File: src/rtl/ajuste_pkg.sv
// Shared types and default timing for the switching-adjust button front-end.
// States, target/direction encodings, step-pulse mask helper.
package ajuste_pkg;

  localparam int unsigned DEF_DEBOUNCE_CYCLES = 1_000_000;
  localparam int unsigned DEF_REPEAT_DELAY    = 50_000_000;
  localparam int unsigned DEF_REPEAT_PERIOD   = 20_000_000;
  localparam int unsigned DEF_IDX_MAX         = 15;

  typedef enum logic [2:0] {
    IDLE,
    PRESS,
    HOLD,
    REPEAT,
    WAIT_REL
  } state_t;

  typedef enum logic {
    TGT_FREC = 1'b0,
    TGT_DUTY = 1'b1
  } tgt_sel_t;

  typedef enum logic {
    DIR_DOWN = 1'b0,
    DIR_UP   = 1'b1
  } dir_t;

  typedef struct packed {
    dir_t     dir;
    tgt_sel_t sel;
  } tgt_t;

  // Bit order: {dec_duty, inc_duty, dec_frec, inc_frec}
  function automatic logic [3:0] step_mask(tgt_t t);
    logic [1:0] sh;
    sh = {t.sel == TGT_DUTY, t.dir == DIR_DOWN};
    return 4'b0001 << sh;
  endfunction

endpackage

File: src/rtl/control_ajuste_conmutacion_sincronizador_antirrebote.sv
// 2-flop synchronizer plus debounce: level follows raw after DEBOUNCE_CYCLES
// equal samples. Ports: clk, rst_n (async low), raw in, level out.
module sincronizador_antirrebote #(
  parameter int unsigned DEBOUNCE_CYCLES = 1_000_000
) (
  input  logic clk,
  input  logic rst_n,
  input  logic raw,
  output logic level
);

  localparam int unsigned CW = $clog2(DEBOUNCE_CYCLES + 1);

  logic [1:0]    sync;
  logic [CW-1:0] cnt;

  always_ff @(posedge clk or negedge rst_n) begin
    if (!rst_n) begin
      sync  <= '0;
      cnt   <= '0;
      level <= 1'b0;
    end else begin
      sync <= {sync[0], raw};
      if (sync[1] == level) begin
        cnt <= '0;
      end else if (cnt == CW'(DEBOUNCE_CYCLES - 1)) begin
        level <= sync[1];
        cnt   <= '0;
      end else begin
        cnt <= cnt + 1'b1;
      end
    end
  end

endmodule

File: src/rtl/control_ajuste_conmutacion.sv
// Up/down button controller: debounce, route to freq/duty, saturating steps
// with auto-repeat. Ports: clk/reset, buttons, target select, indices, pulses.
module control_ajuste_conmutacion
  import ajuste_pkg::*;
#(
  parameter int unsigned DEBOUNCE_CYCLES = DEF_DEBOUNCE_CYCLES,
  parameter int unsigned REPEAT_DELAY    = DEF_REPEAT_DELAY,
  parameter int unsigned REPEAT_PERIOD   = DEF_REPEAT_PERIOD,
  parameter int unsigned IDX_MAX         = DEF_IDX_MAX
) (
  input  logic       CLK_100MHz,
  input  logic       reset,
  input  logic       btn_up,
  input  logic       btn_down,
  input  logic       funct_select,
  input  logic [3:0] frec_idx,
  input  logic [3:0] duty_idx,
  output logic       inc_frec,
  output logic       dec_frec,
  output logic       inc_duty,
  output logic       dec_duty,
  output logic       at_limit
);

  localparam int unsigned RMAX =
    (REPEAT_DELAY > REPEAT_PERIOD) ? REPEAT_DELAY : REPEAT_PERIOD;
  localparam int unsigned CW = $clog2(RMAX + 1);

  logic          up;
  logic          down;
  state_t        state;
  state_t        state_n;
  tgt_t          tgt;
  tgt_t          tgt_n;
  tgt_t          fire_tgt;
  logic [CW-1:0] cnt;
  logic [CW-1:0] cnt_n;
  logic          fire;
  logic          held;
  logic          other;
  logic          sat;
  logic [3:0]    fire_idx;
  logic [3:0]    lat_idx;
  logic [3:0]    pulse;
  logic [3:0]    pulse_n;

  sincronizador_antirrebote #(
    .DEBOUNCE_CYCLES(DEBOUNCE_CYCLES)
  ) u_up (
    .clk  (CLK_100MHz),
    .rst_n(reset),
    .raw  (btn_up),
    .level(up)
  );

  sincronizador_antirrebote #(
    .DEBOUNCE_CYCLES(DEBOUNCE_CYCLES)
  ) u_down (
    .clk  (CLK_100MHz),
    .rst_n(reset),
    .raw  (btn_down),
    .level(down)
  );

  assign held  = (tgt.dir == DIR_UP) ? up : down;
  assign other = (tgt.dir == DIR_UP) ? down : up;

  // cnt counts cycles since the last step decision
  always_comb begin
    state_n  = state;
    tgt_n    = tgt;
    cnt_n    = cnt + 1'b1;
    fire     = 1'b0;
    fire_tgt = tgt;
    unique case (state)
      IDLE: begin
        cnt_n = '0;
        if (up && down) begin
          state_n = WAIT_REL;
        end else if (up ^ down) begin
          tgt_n.dir = up ? DIR_UP : DIR_DOWN;
          tgt_n.sel = funct_select ? TGT_DUTY : TGT_FREC;
          fire_tgt  = tgt_n;
          fire      = 1'b1;
          state_n   = PRESS;
        end
      end
      PRESS: state_n = HOLD;
      HOLD: begin
        if (!held || other) begin
          state_n = WAIT_REL;
        end else if (cnt == CW'(REPEAT_DELAY - 1)) begin
          fire    = 1'b1;
          cnt_n   = '0;
          state_n = REPEAT;
        end
      end
      REPEAT: begin
        if (!held || other) begin
          state_n = WAIT_REL;
        end else if (cnt == CW'(REPEAT_PERIOD - 1)) begin
          fire  = 1'b1;
          cnt_n = '0;
        end
      end
      WAIT_REL: begin
        cnt_n = '0;
        if (!up && !down) state_n = IDLE;
      end
      default: state_n = IDLE;
    endcase
  end

  // Saturation only masks the pulse; the schedule keeps running
  always_comb begin
    fire_idx = (fire_tgt.sel == TGT_DUTY) ? duty_idx : frec_idx;
    sat      = (fire_tgt.dir == DIR_UP) ? (fire_idx == 4'(IDX_MAX))
                                        : (fire_idx == 4'd0);
    pulse_n  = '0;
    if (fire && !sat) pulse_n = step_mask(fire_tgt);
  end

  always_ff @(posedge CLK_100MHz or negedge reset) begin
    if (!reset) begin
      state <= IDLE;
      tgt   <= '0;
      cnt   <= '0;
      pulse <= '0;
    end else begin
      state <= state_n;
      tgt   <= tgt_n;
      cnt   <= cnt_n;
      pulse <= pulse_n;
    end
  end

  assign {dec_duty, inc_duty, dec_frec, inc_frec} = pulse;

  assign lat_idx  = (tgt.sel == TGT_DUTY) ? duty_idx : frec_idx;
  assign at_limit = (state != IDLE) &&
                    ((tgt.dir == DIR_UP) ? (up && lat_idx == 4'(IDX_MAX))
                                         : (down && lat_idx == 4'd0));

endmodule

File: config.mk
export PLATFORM = sky130hd
export DESIGN_NAME = control_ajuste_conmutacion
export DESIGN_NICKNAME = d
export VERILOG_FILES = /design/src/rtl/ajuste_pkg.sv /design/src/rtl/control_ajuste_conmutacion_sincronizador_antirrebote.sv /design/src/rtl/control_ajuste_conmutacion.sv
export SDC_FILE = /design/constraint.sdc
export NUM_CORES = 1
export LEC_CHECK = 0
export ABC_CLOCK_PERIOD_IN_PS = 4700
export BUFFER_PORTS_ARGS = -buffer_cell sky130_fd_sc_hd__buf_2
export CAP_MARGIN = 5
export CORE_UTILIZATION = 45
export DETAILED_ROUTE_END_ITERATION = 7
export PLACE_DENSITY = 0.64
export SETUP_SLACK_MARGIN = 0.05
export SLEW_MARGIN = 20
export SYNTH_ARGS = -nofsm -noshare
export SYNTH_HDL_FRONTEND = slang
export SYNTH_SLANG_ARGS = --single-unit
File: constraint.sdc
create_clock -name CLK_100MHz -period 4.7 [get_ports CLK_100MHz]
set_input_delay 0.705 -clock CLK_100MHz [delete_from_list [all_inputs] [get_ports CLK_100MHz]]
set_output_delay 0.705 -clock CLK_100MHz [all_outputs]
set_load 0.02 [all_outputs]
Word level (Yosys, flattened, before mapping)
Index checks and enable logic that the tools add are counted.
{"block": "op_classes", "magnitude_cmp": 0, "muxes": 35, "n_shift": 1, "n_mul": 0, "n_bitwise": 4, "eq_ne": 16, "add_sub_neg": 3, "div": 0, "reduce_logical": 19}
{"cell": "26-bit 2-to-1 mux", "n": 4}
{"cell": "20-bit 2-to-1 mux", "n": 4}
{"cell": "26-bit case mux with 3 select lines", "n": 1}
{"cell": "20-bit by 1-bit adder with 20-bit output, second input constant", "n": 2}
{"cell": "20-bit == test, second input constant", "n": 2}
{"cell": "26-bit by 1-bit adder with 26-bit output, second input constant", "n": 1}
{"cell": "26-bit by 25-bit == test with 1-bit output, second input constant", "n": 1}
{"cell": "26-bit == test, second input constant", "n": 1}
{"cell": "3-bit 2-to-1 mux", "n": 6}
{"cell": "3-bit case mux with 5 select lines", "n": 1}
{"cell": "1-bit 2-to-1 mux", "n": 12}
{"cell": "4-bit 2-to-1 mux", "n": 3}
{"cell": "4-bit == test, second input constant", "n": 2}
{"cell": "4-bit logical NOT", "n": 2}
{"cell": "3-bit by 2-bit == test with 1-bit output, second input constant", "n": 2}
{"cell": "1-bit logical AND", "n": 6}
{"cell": "2-bit 2-to-1 mux", "n": 3}
{"cell": "3-bit inequality test, second input constant", "n": 2}
{"cell": "1-bit logical NOT", "n": 4}
{"cell": "2-bit inequality test, second input constant", "n": 2}
{"cell": "2-bit AND reduction", "n": 2}
{"cell": "4-bit AND reduction", "n": 1}
{"cell": "1-bit by 2-bit << shifter with 4-bit output, first input constant", "n": 1}
{"cell": "3-bit by 1-bit == test with 1-bit output, second input constant", "n": 1}
{"cell": "9 further kinds", "n": 12}
{"block": "totals", "latchBits": 0, "register_bits": 81, "mem_bits_ro": 0, "mem_bits_rw": 0, "inputBits": 13, "mem_count": 0, "out_inout_bits": 5, "word_cells": 89}

Logic depth before layout (Yosys ltp)
{"block": "logic_depth", "word_depth": 10, "mapped_depth": 9, "ltp_nobuf": 7}

By module
From an unflattened synthesis, not the netlist that was laid out.
{"block": "unflattened", "hier_cells": 409, "hier_area_um2": 4142.7}
{"mod": "sincronizador_antirrebote", "instances": 2, "cells_per_inst": 108, "area_each_um2": 1114.8, "seq_area_each_um2": 575.6}
{"mod": "control_ajuste_conmutacion", "instances": 1, "cells_per_inst": 193, "area_each_um2": 1913.1, "seq_area_each_um2": 875.8}

Least setup slack after synthesis
OpenSTA, ideal clock, no wires.
{"block": "synth_path", "kind": "input -> output", "startpoint": "in duty_idx[0]", "endpoint": "out at_limit", "arrival_ns": 1.700, "n_path_buf": 0, "stages": 4, "t_required_ns": 3.995, "setup_slack_ns": 2.295, "path_cell_list": "nor4_1 mux2i_1 o32ai_1 o31a_1"}
{"block": "synth_between", "elab_chain_len": 5, "word_cells_on_any_way": 7, "classes_between": "1 x eq/ne; 2 x mux; 4 x reduce/logical"}
{"item": "start, declared", "line": "control_ajuste_conmutacion.sv:17", "rtl": "input logic [3:0] duty_idx,"}
{"item": "4-bit 2-to-1 mux *", "line": "control_ajuste_conmutacion.sv:139", "rtl": "assign lat_idx = (tgt.sel == TGT_DUTY) ? duty_idx : frec_idx;"}
{"item": "4-bit == test or 4-bit logical NOT (tied branches)", "line": "control_ajuste_conmutacion.sv:141, control_ajuste_conmutacion.sv:142"}
{"item": "1-bit logical AND (on tied branches)", "line": "control_ajuste_conmutacion.sv:141, control_ajuste_conmutacion.sv:142"}
{"item": "1-bit 2-to-1 mux *", "line": "control_ajuste_conmutacion.sv:141", "rtl": "((tgt.dir == DIR_UP) ? (up && lat_idx == 4'(IDX_MAX))"}
{"item": "1-bit logical AND *", "line": "control_ajuste_conmutacion.sv:140", "rtl": "assign at_limit = (state != IDLE) &&"}
{"item": "end, declared", "line": "control_ajuste_conmutacion.sv:22", "rtl": "output logic at_limit"}
Mark *: on every way between the ends. The rest lies on a longest branch, timed or not.

Worst setup path in the final report
{"block": "layout_path", "startpoint": "in frec_idx[0]", "endpoint": "out at_limit"}
{"block": "layout_between", "elab_chain_len": 5, "word_cells_on_any_way": 7, "classes_between": "1 x eq/ne; 2 x mux; 4 x reduce/logical"}
{"item": "start, declared", "line": "control_ajuste_conmutacion.sv:16", "rtl": "input logic [3:0] frec_idx,"}
{"item": "4-bit 2-to-1 mux *", "line": "control_ajuste_conmutacion.sv:139"}
{"item": "4-bit == test or 4-bit logical NOT (tied branches)", "line": "control_ajuste_conmutacion.sv:141, control_ajuste_conmutacion.sv:142"}
{"item": "1-bit logical AND (on tied branches)", "line": "control_ajuste_conmutacion.sv:141, control_ajuste_conmutacion.sv:142"}
{"item": "1-bit 2-to-1 mux *", "line": "control_ajuste_conmutacion.sv:141"}
{"item": "1-bit logical AND *", "line": "control_ajuste_conmutacion.sv:140"}
Marked as above.

==> run metrics <==
run status=completed; layout cell share with drive strength beyond 1=10.6%; Finished Core Util=approximately half; total iterations of the first detailed-routing run=4; clock root cell=clkbuf_8; WP data arrival=1980 ps; cell taking the most area after synthesis=dfrtp_1; max-capacitance violation count=0; Most used DFF post-synth=dfrtp_1; vias per inst=between 5 and 6; core area=0.00868 mm2; number of enable flip-flop cells after synthesis=0; Fin Setup TNS=0 ps; CTS sink cnt=around 80; I/O pins=18; fillcell total=806; Clock Latency Late Sink=between 300 and 400 ps; Final Instance Area=approximately 0.0044 mm2; Clock Path Buffers=2; share of the yosys chip area belonging to registers=50.6%; nets@finish=436; vias in the first global route=between 2,000 and 3,000; number of diodes=0; Post-route DRC=0; worst-margin pin slew=approximately 740 ps; post-cts resize count=0; global-route wire length before repair=12,300 um; Worst-path clk slew=~90 ps; top cell type's share of synthesized area=50.6%; hold_ws=355 ps; HP Class=in -> async; hold_buf cts=0; Psw=between 200 and 300 uW; post-synthesis register bit count=81; yosys warns=0; Final min period=2690 ps; mapped cell area=0.00401 mm2; Routed WL=7190 um; antenna violations before repair=0; Area after DPL=0.00418 mm2; Final Slew Violations=0; H-tree depth=3; Initial DRC Count=110; worst setup path class=in -> out; crit path max fanout=2; unique cell type count in the Yosys netlist=46; cell row count=34; post-route antenna net violation count=0; RSZ-0062 raised after global routing=false; peak supply drop=0.178 mV; chip height=96.4 um; CTS tree=yes; die width=96.4 um; Int Pwr=approximately 1000 uW; worst slack, placed=1970 ps; Cell Pwr Density=287 mW/mm2; Clk pwr share=41.1%; Comb power frac=roughly 2.7%; Max Fclk=372 MHz; Layout area overhead=9.55%; total grt overflow=0; DP HPWL=5040 um; CP Launch Type=input port; Final Hold Fails=0; max_slew headroom=50.6%; Mapped Nets=417; Leakage=0.00180 uW; final worst slack=2010 ps; largest net degree at the start of global routing=between 80 and 90; Async SR Flop Fraction=100%; top area cells in the synthesized netlist=dfrtp_1, nor2_1, xor2_1; TritonCTS buffer count=9; GP Congestion=0.788; Sw Share=22.4%; All-Layer GR Usage=17.2%; DIE AREA=0.00929 mm2; WL per Instance=13.5 um; number of port buffers=17; Syn Area/Cell=about 10 um2; Syn Inst Count=roughly 400; endpoint type of the worst setup path=output pin; fin crit share=57.2%; via count=2,850; Reg power frac=56.2%; Final setup viols=0; # Post-CTS Setup Buffers=0; Layout Skew=18.7 ps; Worst EP required=3990 ps; Starting Density=46.2%
## worst max-delay path, stage by stage
cell	delay [ps]
buf_2	100
nor4_1	460
mux2i_1	130
o32ai_1	240
o31a_1	180
buf_2	160
## area by class of cell
cell class | instances | area, um2 | share of cell area, %
timing repair buffer | 17 | 91.3 | 2.08
sequential | 81 | 2030 | 46.2
tap | 108 | 135 | 3.08
inverter | 10 | 37.5 | 0.855
clock inverter | 5 | 63.8 | 1.45
multi-input combinational | 299 | 1890 | 43.1
clock buffer | 11 | 141 | 3.22
## kinds of logic (layout without fill, tap and decap cells)
logic type | count (synthesis) | in the layout | synth area share (%)
and+or+nand+nor | 215 | 215 | 28.6
DFF | 81 | 81 | 50.6
xor gates and xnor gates | 61 | 61 | 13.3
buffers and inverters | 19 | 43 | 2.31
AOI/OAI and AO/OA | 15 | 15 | 2.84
adders and majority gates | 5 | 5 | 1.56
muxes | 3 | 3 | 0.812
## cell usage in the layout, fill, tap and decap left out, types with 2 or more instances in the layout
cell       count
a21oi_1        2
and2_1         4
and3_1        10
and4_1        11
buf_2         16
clkbuf_8      10
clkinv_4       2
dfrtp_1       81
ha_1           5
inv_1         10
mux2_2         2
nand2_1       28
nand2b_1       2
nand3_1       21
nand3b_1       3
nand4_1       16
nand4bb_1      2
nor2_1        78
nor2b_1        3
nor3_1         9
nor4_1        12
nor4_2         5
nor4b_1        2
o21ai_0        3
or4b_1         2
xnor2_1       30
xor2_1        31
## power by group through the flow
stage	sequential (uW)	clock (uW)	combinational, uW
after floorplan	720	0	13.4
after global placement	721	0	34.5
after detailed placement	721	0	34.9
after CTS	708	538	35.1
after global routing	708	564	40.9
final	707	517	33.7
## through the flow
step                total power, uW  instances
floorplan                       734        399
global placement                756        515
detailed placement              756        515
CTS                            1280        531
global route                   1310        531
finish                         1260        531
## flip-flops by register name, indices dropped and copies added, names as in the netlist
signal / cells
cnt: 26
pulse: 4
state: 3
tgt: 2
u_down.cnt: 20
u_down.level: 1
u_down.sync: 2
u_up.cnt: 20
u_up.level: 1
u_up.sync: 2
## synthesized netlist by cell type (2+ instances only)
| library cell | n |
|---|---|
| dfrtp_1 | 81 |
| nor2_1 | 78 |
| xor2_1 | 31 |
| xnor2_1 | 30 |
| nand2_1 | 28 |
| nand3_1 | 21 |
| nand4_1 | 16 |
| nor4_1 | 13 |
| and4_1 | 11 |
| and3_1 | 10 |
| inv_1 | 10 |
| nor3_1 | 9 |
| ha_1 | 5 |
| and2_1 | 4 |
| clkbuf_1 | 4 |
| nor4_2 | 4 |
| nand3b_1 | 3 |
| nor2b_1 | 3 |
| o21ai_0 | 3 |
| a21oi_1 | 2 |
| buf_2 | 2 |
| buf_6 | 2 |
| mux2_2 | 2 |
| nand2b_1 | 2 |
| nand4bb_1 | 2 |
| nor4b_1 | 2 |
| or4b_1 | 2 |
## metal layers
metal / share of wire, % / vias to the layer above / wire, um / global-route usage (%)
li1: - / 1419 / - / -
met1: 49 / 1394 / 3530 / 22.9
met2: 46 / 30 / 3320 / 27.3
met3: 3.6 / 7 / 260 / 4.69
met4: 1.0 / 0 / 75 / 5.39
met5: 0 / - / 0 / 0
## worst paths after layout
path                                         from                  endpoint  slack (ps)  cells past startpoint
setup reg to reg            u_up.cnt[0]$_DFF_PN0_     u_up.cnt[9]$_DFF_PN0_        2120                      6
hold reg to reg            u_up.sync[0]$_DFF_PN0_    u_up.sync[1]$_DFF_PN0_         360                      0
hold / removal                              reset  u_down.cnt[13]$_DFF_PN0_         350                      1
max in group asynchronous                   reset        pulse[1]$_DFF_PN0_        3820                      1
setup / recovery                      frec_idx[0]                  at_limit        2010                      6
min in group CLK_100MHz    u_up.sync[0]$_DFF_PN0_    u_up.sync[1]$_DFF_PN0_         360                      0
Note: power is estimated with default switching activity, not from simulation.
